`src/rtl/rc5_decrypt_if.sv`:
```
// rtl/rc5_decrypt_if.sv - command, subkey-load and result signals of the RC5-16 decryptor
interface rc5_decrypt_if;
    logic        start;
    logic [4:0]  num_rounds;
    logic [31:0] d_in;
    logic        sk_we;
    logic [5:0]  sk_addr;
    logic [15:0] sk_data;
    logic [31:0] d_out;
    logic        done;
    logic        busy;

    modport master (
        output start, num_rounds, d_in, sk_we, sk_addr, sk_data,
        input  d_out, done, busy
    );

    modport slave (
        input  start, num_rounds, d_in, sk_we, sk_addr, sk_data,
        output d_out, done, busy
    );
endinterface

```
`src/rtl/rc5_decrypt.sv`:
```
// rtl/rc5_decrypt.sv - iterative RC5-16 decryption core, one round per clock, 34-word subkey table
module rc5_decrypt (
    input  logic         clk,
    input  logic         rst,
    rc5_decrypt_if.slave bus
);

    typedef enum logic [1:0] {IDLE, ROUND, FINAL} state_t;

    state_t      state_q, state_d;
    logic [15:0] a_q, a_d;
    logic [15:0] b_q, b_d;
    logic [4:0]  i_q, i_d;
    logic [31:0] d_out_q, d_out_d;
    logic        done_q, done_d;
    logic [15:0] sk_q [34];
    logic [15:0] sk_d [34];

    // A write that lands with an accepted start is parked here and committed at FINAL,
    // so the operation that starts still sees the old table entry.
    logic        pend_q, pend_d;
    logic [5:0]  pend_addr_q, pend_addr_d;
    logic [15:0] pend_data_q, pend_data_d;

    logic        accept;
    logic        wr_ok;
    logic [4:0]  r_clamp;
    logic [5:0]  idx_even;
    logic [5:0]  idx_odd;
    logic [15:0] s_even;
    logic [15:0] s_odd;
    logic [15:0] a_new;
    logic [15:0] b_new;

    function automatic logic [15:0] rotr16(input logic [15:0] x, input logic [3:0] n);
        logic [31:0] t;
        t = {x, x} >> n;
        return t[15:0];
    endfunction

    assign accept   = (state_q == IDLE) && bus.start;
    assign wr_ok    = (state_q == IDLE) && bus.sk_we && (bus.sk_addr < 6'd34);
    assign r_clamp  = (bus.num_rounds > 5'd16) ? 5'd16 : bus.num_rounds;
    assign idx_even = {i_q, 1'b0};
    assign idx_odd  = {i_q, 1'b1};
    assign s_even   = sk_q[idx_even];
    assign s_odd    = sk_q[idx_odd];
    assign b_new    = rotr16(b_q - s_odd, a_q[3:0]) ^ a_q;
    assign a_new    = rotr16(a_q - s_even, b_new[3:0]) ^ b_new;

    always_comb begin
        state_d     = state_q;
        a_d         = a_q;
        b_d         = b_q;
        i_d         = i_q;
        d_out_d     = d_out_q;
        done_d      = 1'b0;
        sk_d        = sk_q;
        pend_d      = pend_q;
        pend_addr_d = pend_addr_q;
        pend_data_d = pend_data_q;

        case (state_q)
            IDLE: begin
                if (accept) begin
                    a_d     = bus.d_in[15:0];
                    b_d     = bus.d_in[31:16];
                    i_d     = r_clamp;
                    state_d = (r_clamp != 5'd0) ? ROUND : FINAL;
                    if (wr_ok) begin
                        pend_d      = 1'b1;
                        pend_addr_d = bus.sk_addr;
                        pend_data_d = bus.sk_data;
                    end
                end else if (wr_ok) begin
                    sk_d[bus.sk_addr] = bus.sk_data;
                end
            end
            ROUND: begin
                a_d = a_new;
                b_d = b_new;
                i_d = i_q - 5'd1;
                if (i_q == 5'd1) begin
                    state_d = FINAL;
                end
            end
            FINAL: begin
                d_out_d = {b_q - sk_q[1], a_q - sk_q[0]};
                done_d  = 1'b1;
                state_d = IDLE;
                if (pend_q) begin
                    sk_d[pend_addr_q] = pend_data_q;
                    pend_d            = 1'b0;
                end
            end
            default: begin
                state_d = IDLE;
            end
        endcase
    end

    always_ff @(posedge clk) begin
        if (!rst) begin
            state_q     <= IDLE;
            a_q         <= '0;
            b_q         <= '0;
            i_q         <= '0;
            d_out_q     <= '0;
            done_q      <= 1'b0;
            pend_q      <= 1'b0;
            pend_addr_q <= '0;
            pend_data_q <= '0;
            for (int k = 0; k < 34; k++) begin
                sk_q[k] <= '0;
            end
        end else begin
            state_q     <= state_d;
            a_q         <= a_d;
            b_q         <= b_d;
            i_q         <= i_d;
            d_out_q     <= d_out_d;
            done_q      <= done_d;
            pend_q      <= pend_d;
            pend_addr_q <= pend_addr_d;
            pend_data_q <= pend_data_d;
            sk_q        <= sk_d;
        end
    end

    assign bus.d_out = d_out_q;
    assign bus.done  = done_q;
    assign bus.busy  = (state_q != IDLE);

endmodule

```
`src/flat_wrapper.sv`:
```
// flat-port wrapper written by rule: the top's interface ports become plain ports
module rc5_decrypt_flat 
  (clk, rst, bus_start, bus_num_rounds, bus_d_in, bus_sk_we, bus_sk_addr, bus_sk_data, bus_d_out, bus_done, bus_busy);
  rc5_decrypt_if bus_i ();
  input  logic clk;
  input  logic rst;
  input wire logic [$bits(bus_i.start)-1:0] bus_start;
  input wire logic [$bits(bus_i.num_rounds)-1:0] bus_num_rounds;
  input wire logic [$bits(bus_i.d_in)-1:0] bus_d_in;
  input wire logic [$bits(bus_i.sk_we)-1:0] bus_sk_we;
  input wire logic [$bits(bus_i.sk_addr)-1:0] bus_sk_addr;
  input wire logic [$bits(bus_i.sk_data)-1:0] bus_sk_data;
  output wire logic [$bits(bus_i.d_out)-1:0] bus_d_out;
  output wire logic [$bits(bus_i.done)-1:0] bus_done;
  output wire logic [$bits(bus_i.busy)-1:0] bus_busy;
  assign bus_i.start = bus_start;
  assign bus_i.num_rounds = bus_num_rounds;
  assign bus_i.d_in = bus_d_in;
  assign bus_i.sk_we = bus_sk_we;
  assign bus_i.sk_addr = bus_sk_addr;
  assign bus_i.sk_data = bus_sk_data;
  assign bus_d_out = bus_i.d_out;
  assign bus_done = bus_i.done;
  assign bus_busy = bus_i.busy;
  rc5_decrypt u_core (.clk(clk), .rst(rst), .bus(bus_i));
endmodule
```
`config.mk`:
```
export PLATFORM = sky130hd
export DESIGN_NAME = rc5_decrypt_flat
export DESIGN_NICKNAME = d
export VERILOG_FILES = /design/src/rtl/rc5_decrypt_if.sv /design/src/rtl/rc5_decrypt.sv /design/src/flat_wrapper.sv
export SDC_FILE = /design/constraint.sdc
export NUM_CORES = 2
export LEC_CHECK = 0
export CORE_UTILIZATION = 45
export CTS_CLUSTER_DIAMETER = 60
export CTS_CLUSTER_SIZE = 12
export DETAILED_ROUTE_END_ITERATION = 8
export HOLD_SLACK_MARGIN = 0.06
export PLACE_DENSITY = 0.63
export SYNTH_ARGS = -nofsm -noshare
export SYNTH_HDL_FRONTEND = slang
export SYNTH_SLANG_ARGS = --single-unit
```
`constraint.sdc`:
```
create_clock -name clk -period 7 [get_ports clk]
set_clock_uncertainty 0.2 [all_clocks]
set_input_delay 1.4 -clock clk [delete_from_list [all_inputs] [get_ports clk]]
set_output_delay 1.4 -clock clk [all_outputs]
set_load 0.005 [all_outputs]
```
# --- After elaboration in Yosys (flattened, before gate mapping) ---
# Cells that the tools add are included.
word_totals:
  input_bits: 63
  ff_bits: 639
  latch_bits: 0
  ramBits: 0
  mem_bits_ro: 0
  wordCells: 118
  mem_count: 0
  output_inout_bits: 34
classes:
  order_cmp: 8
  n_mul: 0
  add_sub_neg: 5
  eq_ne: 8
  n_reduce_logical: 15
  n_bitwise: 6
  n_div: 0
  n_mux: 31
  shifts: 2
ops:
  columns: ["cell", "n"]
  rows:
  - ["$mux 544", 3]
  - ["$bwmux 544", 2]
  - ["$pmux 544 s2", 1]
  - ["$bmux 16 s6", 2]
  - ["$demux 16 s6", 2]
  - ["$mux 16", 8]
  - ["$pmux 16 s2", 2]
  - ["$shr 32x4->16", 2]
  - ["$sub 16x16->16", 4]
  - ["$xor 16x16->16", 2]
  - ["$ge 7x7->1 const B", 4]
  - ["$not 6->7", 4]
  - ["$lt 7x1->1 const B", 2]
  - ["$mux 5", 2]
  - ["$pmux 5 s2", 1]
  - ["$ne 2x1->1 const B", 4]
  - ["$lt 6x6->1 const B", 1]
  - ["$mux 2", 3]
  - ["$reduce_and 3->1", 2]
  - ["$reduce_bool 2->1", 3]
  - ["$eq 5x1->1 const B", 1]
  - ["$gt 5x5->1 const B", 1]
  - ["$logic_and 1x1->1", 5]
  - ["$reduce_bool 5->1", 1]
  - ["other kinds (10)", 13]

# --- Depth between registers and ports, before layout ---
depth:
  depth_word: 10
  mapped_depth: 25
  mapped_depth_nobuf: 19

# --- Least setup slack after synthesis ---
# No wires, ideal clock.
synth_timing:
  path_kind: "reg2reg"
  start: "register u_core.i_q[0]"
  end: "register u_core.a_q[6]"
  path_buffers: 4
  setup_ns: 0.093
  required_time_ns: 6.707
  arrival_time_ns: 6.282
  setup_slack_ns: 0.425
  path_stages_with_launch: 21
  period_less_slack_ns: 6.575
  cell_sequence: "dfxtp_1 -> buf_2 -> buf_1 -> buf_1 -> mux4_2 -> mux4_2 -> a22oi_1 -> ha_1 -> clkbuf_1 -> and3_1 -> and2_1 -> a221oi_1 -> nand2_1 -> xnor2_1 -> mux4_2 -> mux4_2 -> xnor2_2 -> mux2_4 -> mux2_2 -> mux2_2 -> o311ai_2"
synth_between:
  elab_chain_len: 10
  elab_cells_between_ends: 15
  classes_between: "2 x add/sub; 2 x shift; 7 x mux; 4 x bitwise"
synth_rtl:
  columns: ["element", "line", "text"]
  rows:
  - ["start: declaration", "rc5_decrypt.sv:13", "logic [4:0] i_q, i_d;"]
  - ["start signal: assignment", "rc5_decrypt.sv:120", "i_q <= i_d;"]
  - ["$not 6->7 (not written as such)", "rc5_decrypt.sv:47", "assign s_odd = sk_q[idx_odd];"]
  - ["$bmux 16 s6", "rc5_decrypt.sv:47", null]
  - ["$mux 16 (not written as such) (2 in series)", "rc5_decrypt.sv:47", null]
  - ["$sub 16x16->16", "rc5_decrypt.sv:48", "assign b_new = rotr16(b_q - s_odd, a_q[3:0]) ^ a_q;"]
  - ["$shr 32x4->16", "rc5_decrypt.sv:37", "t = {x, x} >> n;"]
  - ["$xor 16x16->16", "rc5_decrypt.sv:48", null]
  - ["$shr 32x4->16", "rc5_decrypt.sv:37", null]
  - ["$xor 16x16->16 *", "rc5_decrypt.sv:49", "assign a_new = rotr16(a_q - s_even, b_new[3:0]) ^ b_new;"]
  - ["$pmux 16 s2 *", "rc5_decrypt.sv:63", "case (state_q)"]
  - ["end signal: assignment", "rc5_decrypt.sv:105", "a_q <= '0;"]
  - ["end signal: assignment", "rc5_decrypt.sv:118", "a_q <= a_d;"]
  - ["end: declaration", "rc5_decrypt.sv:11", "logic [15:0] a_q, a_d;"]
# Mark *: on every way between the ends. The rest lies on a longest branch, timed or not. The select of a mux whose other input is x is not followed.
# A chain may end at the register's enable or synchronous reset.

# --- Worst setup path after layout ---
layout_timing:
  start: "register u_core.i_q[0]"
  end: "register u_core.a_q[9]"
# Same word-level chain as after synthesis.

==> results.json <==
{
  "status": "finished with violations",
  "pwr-share-seq_pct": 28.0,
  "clk_pin_slew_ps": 60,
  "min_to": "u_core.bus.d_out[6]$_SDFFE_PN0P_",
  "clockBufferDepth": 3,
  "grt_pass1_vias": 32580,
  "synth.area.mux_share_pct": 11.21,
  "die_area_sq_mm": 0.08450,
  "arrival_ps": 7070,
  "first_iter_violations": 5217,
  "synth_top_family_by_area": "compound AO/OA/AOI/OAI gates",
  "tightest_slew_ps": 1500,
  "finalSetupViolations": 0,
  "syn_area_sq_mm": 0.03750,
  "gp_congestion": 1.017,
  "drtAntennaViolNets": 0,
  "grt_pass1_wl_mm": 217.6,
  "numCtsBuffers": 67,
  "synth_ff_type": "dfxtp_1",
  "finalHoldViolCount": 0,
  "rows": 105,
  "p_int_mw": 8.059,
  "fillers": 7548,
  "drive_above_1_share_pct": 13.46,
  "synth_warnings": 0,
  "synthCells": 3829,
  "violations": "capacitance limit, slew limit",
  "firstDrtPassIters": 6,
  "leakage_nw": 19.94,
  "r2r_cells": 20,
  "wl_per_cell_um": 30.58,
  "p_per_area_mw_per_mm2": 339.3,
  "cts_sinks": 639,
  "synth-edff-count": 0,
  "syn_avg_cell_area_sq_um": 9.795,
  "ys_ff_latch": 639,
  "routed-via-count": 35410,
  "synth-simple-area-share_pct": 8.527,
  "post-route-drc-count": 0,
  "finish.instance_area_sq_mm": 0.04143,
  "start_kind": "register",
  "antenna_found_initial": 5,
  "routed_wl_mm": 145.5,
  "peakVddDrop_mv": 0.2745,
  "critical_path.max_fanout": 12,
  "slew_headroom_pct": -1.307,
  "grt_util_all_layers_pct": 33.35,
  "async_reset_ff_share_pct": 0,
  "rrSetupSlack_ps": 260,
  "hp-class": "reg -> reg",
  "worst_skew_pair.late_latency_ps": 640,
  "io_buffers": 96,
  "finalCritPeriodShare_pct": 96.32,
  "overflow": 0,
  "cts_tree": "yes",
  "grt_max_degree": 205,
  "placed_area_sq_mm": 0.03941,
  "pwr-share-comb_pct": 47.5,
  "switching_power_mw": 5.997,
  "rsz0062_at_grt": "false",
  "cap_violations": 1,
  "core_area_sq_mm": 0.08224,
  "ys_types": 91,
  "synth-compound-area-share_pct": 36.81,
  "fin_cells": 4759,
  "r2r-start": "u_core.i_q[0]$_SDFFE_PN0P_",
  "synth_fp_nets": 3960,
  "endpoint_kind": "register",
  "vias_per_cell": 7.440,
  "fin_crit_ps": 6742,
  "seq_area_frac_synth_pct": 34.11,
  "syn2layout_area_growth_pct": 10.47,
  "sw_frac_of_total_pct": 42.67,
  "fin_setup_tns_ps": 0,
  "synth-xor-area-share_pct": 1.228,
  "dp_hpwl_mm": 94.01,
  "placed_cells": 4664,
  "worstPathRequired_ps": 7330,
  "die-width_um": 290.7,
  "p_clk_share_pct": 24.6,
  "worstHoldStart": "u_core.bus.d_out[6]$_SDFFE_PN0P_",
  "fmax_mhz": 148.3,
  "die_h_um": 290.7,
  "clock-root-buffer": "clkbuf_16",
  "synth_fa_ha_area_share_pct": 2.349,
  "hold_path_depth": 2,
  "htreeDepth": 3,
  "nets": 3796,
  "slew_viol_final": 1,
  "path_class": "reg -> reg",
  "io_pins": 97,
  "regArea_sq_mm": 0.01280,
  "multi_input_area_sq_mm": 0.02273,
  "r2r_end": "u_core.a_q[9]$_SDFFE_PN0P_",
  "final_util_pct": 50.38,
  "initial_utilization_pct": 45.60
}
==> placed cells by master, fill, tap and decap left out, types with 29 or more instances in the layout <==
master and count:
clkbuf_16 69, o211a_1 537, o31ai_1 29, nand2_1 257, clkdlybuf4s50_1 95, o211ai_1 33, inv_1 73, a211oi_1 30
nor2b_1 33, nor2_1 123, nand3_1 98, a21oi_1 106, o21ai_0 72, mux4_2 172, dfxtp_1 636, o221ai_1 538
buf_4 154, ha_1 64, a21boi_0 44, and2_1 33, a22oi_1 49
==> what timing repair did <==
action / in CTS / in global routing
hold buffers: 0 / 0
endpoints found under the setup margin: 0 / 6
resized for setup: 0 / 3
setup buffers: 0 / 1
==> cell families (layout without fill, tap and decap cells) <==
kind of cell	count (synthesis)	after routing
muxes	204	204
adders and majority gates	68	68
xor gates and xnor gates	50	50
DFF	639	639
AOI/OAI and AO/OA	1623	1623
other	0	3
and+or+nand+nor	676	676
buffers and inverters	569	426
==> registers in the layout, indices dropped and copies added, names as in the netlist <==
signal and count:
u_core.state_q 2, u_core.pend_addr_q 6, u_core.pend_data_q 16, u_core.bus.d_out 32, u_core.sk_q 544, u_core.pend_q 1
u_core.a_q 16, u_core.b_q 16, u_core.bus.done 1, u_core.i_q 5
==> stage by stage <==
step	worst slack [ps]	hold WS (ps)	power, mW
after CTS	251.2	264.0	13.88
final	257.7	261.4	14.06
after floorplan	424.5	241.0	8.403
after global placement	259.7	251.5	10.46
after global routing	5.785	296.4	14.67
after detailed placement	268.7	258.0	10.46
==> cell usage after synthesis, types with 7 or more instances <==
cell        n  area (sq um)
o21ai_0    72         360.4
o22ai_1     7         43.79
a22oi_1    50         375.4
nand3_1    98         490.5
a21o_1     23         172.7
nand2b_1    7         43.79
a31oi_1    14         87.58
or3_1      12         75.07
mux4_2    172          3874
nor3b_1    14         105.1
o211ai_1   33         247.7
a211oi_1   31         232.7
o221ai_1  538          4712
and2_1     33         206.5
buf_1      30         112.6
buf_2       7         35.03
mux2i_1    27         270.3
o211a_1   537          5375
xor2_1     19         166.4
nor2_1    130         488.0
nor2b_1    35         219.0
o21ai_1    10         50.05
and3_1     22         137.6
nor3_1     24         120.1
o31ai_1    29         217.7
xnor2_1    28         245.2
o21a_1     24         180.2
a21boi_0   44         330.3
ha_1       64         800.8
a21oi_1   133         665.6
clkbuf_1  451          1693
dfxtp_1   639         12790
nand2_1   257         964.7
and3b_1     9         78.83
inv_1      73         274.0
==> layout make-up <==
| type | instances | share of cell area [%] |
|---|---|---|
| multi-input cells | 2621 | 54.86 |
| flip-flops and latches | 639 | 30.90 |
| diodes | 3 | 0.01812 |
| inverters | 77 | 0.6976 |
| clock inverters | 13 | 0.4711 |
| well taps | 1070 | 3.231 |
| repair buffers | 259 | 5.587 |
| clock buffers | 77 | 4.237 |
==> how the worst max path moves through the flow <==
stage                                from                          to  slack (ps)  cells past startpoint
2_1_floorplan  u_core.i_q[0]$_SDFFE_PN0P_  u_core.a_q[6]$_SDFFE_PN0P_         420                     20
6_report       u_core.i_q[0]$_SDFFE_PN0P_  u_core.a_q[9]$_SDFFE_PN0P_         260                     20
3_3_place_gp   u_core.i_q[0]$_SDFFE_PN0P_  u_core.a_q[6]$_SDFFE_PN0P_         260                     18
5_1_grt        u_core.i_q[0]$_SDFFE_PN0P_  u_core.a_q[0]$_SDFFE_PN0P_           6                     21
4_1_cts        u_core.i_q[0]$_SDFFE_PN0P_  u_core.a_q[6]$_SDFFE_PN0P_         250                     18
3_5_place_dp   u_core.i_q[0]$_SDFFE_PN0P_  u_core.a_q[6]$_SDFFE_PN0P_         270                     18
==> metal layers <==
layer	GRT usage, %	vias to the layer above	share of wire, %
met4	14.05	4	4.5
li1	-	15120	-
met2	50.08	2224	44
met5	0	-	0.016
met3	7.388	352	11
met1	46.01	17710	40
==> power groups by stage <==
| stage | Sequential [mW] | Clock [mW] | Combinational, mW |
|---|---|---|---|
| global route | 3.93 | 3.62 | 7.13 |
| CTS | 3.93 | 3.47 | 6.48 |
| finish | 3.93 | 3.45 | 6.67 |
| global placement | 4.01 | 0 | 6.45 |
| detailed placement | 4.01 | 0 | 6.45 |
| floorplan | 3.89 | 0 | 4.52 |
==> critical path, cell delays in order (launching register included) <==
cell	delay [ps]
dfxtp_4	570
buf_12	230
mux4_2	590
mux4_2	560
a22oi_1	260
ha_1	300
buf_4	160
a211oi_1	290
nor2_1	110
o311a_1	300
a211oi_1	450
o211ai_1	490
o21ai_1	270
buf_4	190
a21oi_1	80
o32ai_1	650
a31oi_1	170
a32oi_1	270
o22ai_1	150
xnor2_1	140
a22o_1	180
Power figures use the tool's default switching activity.
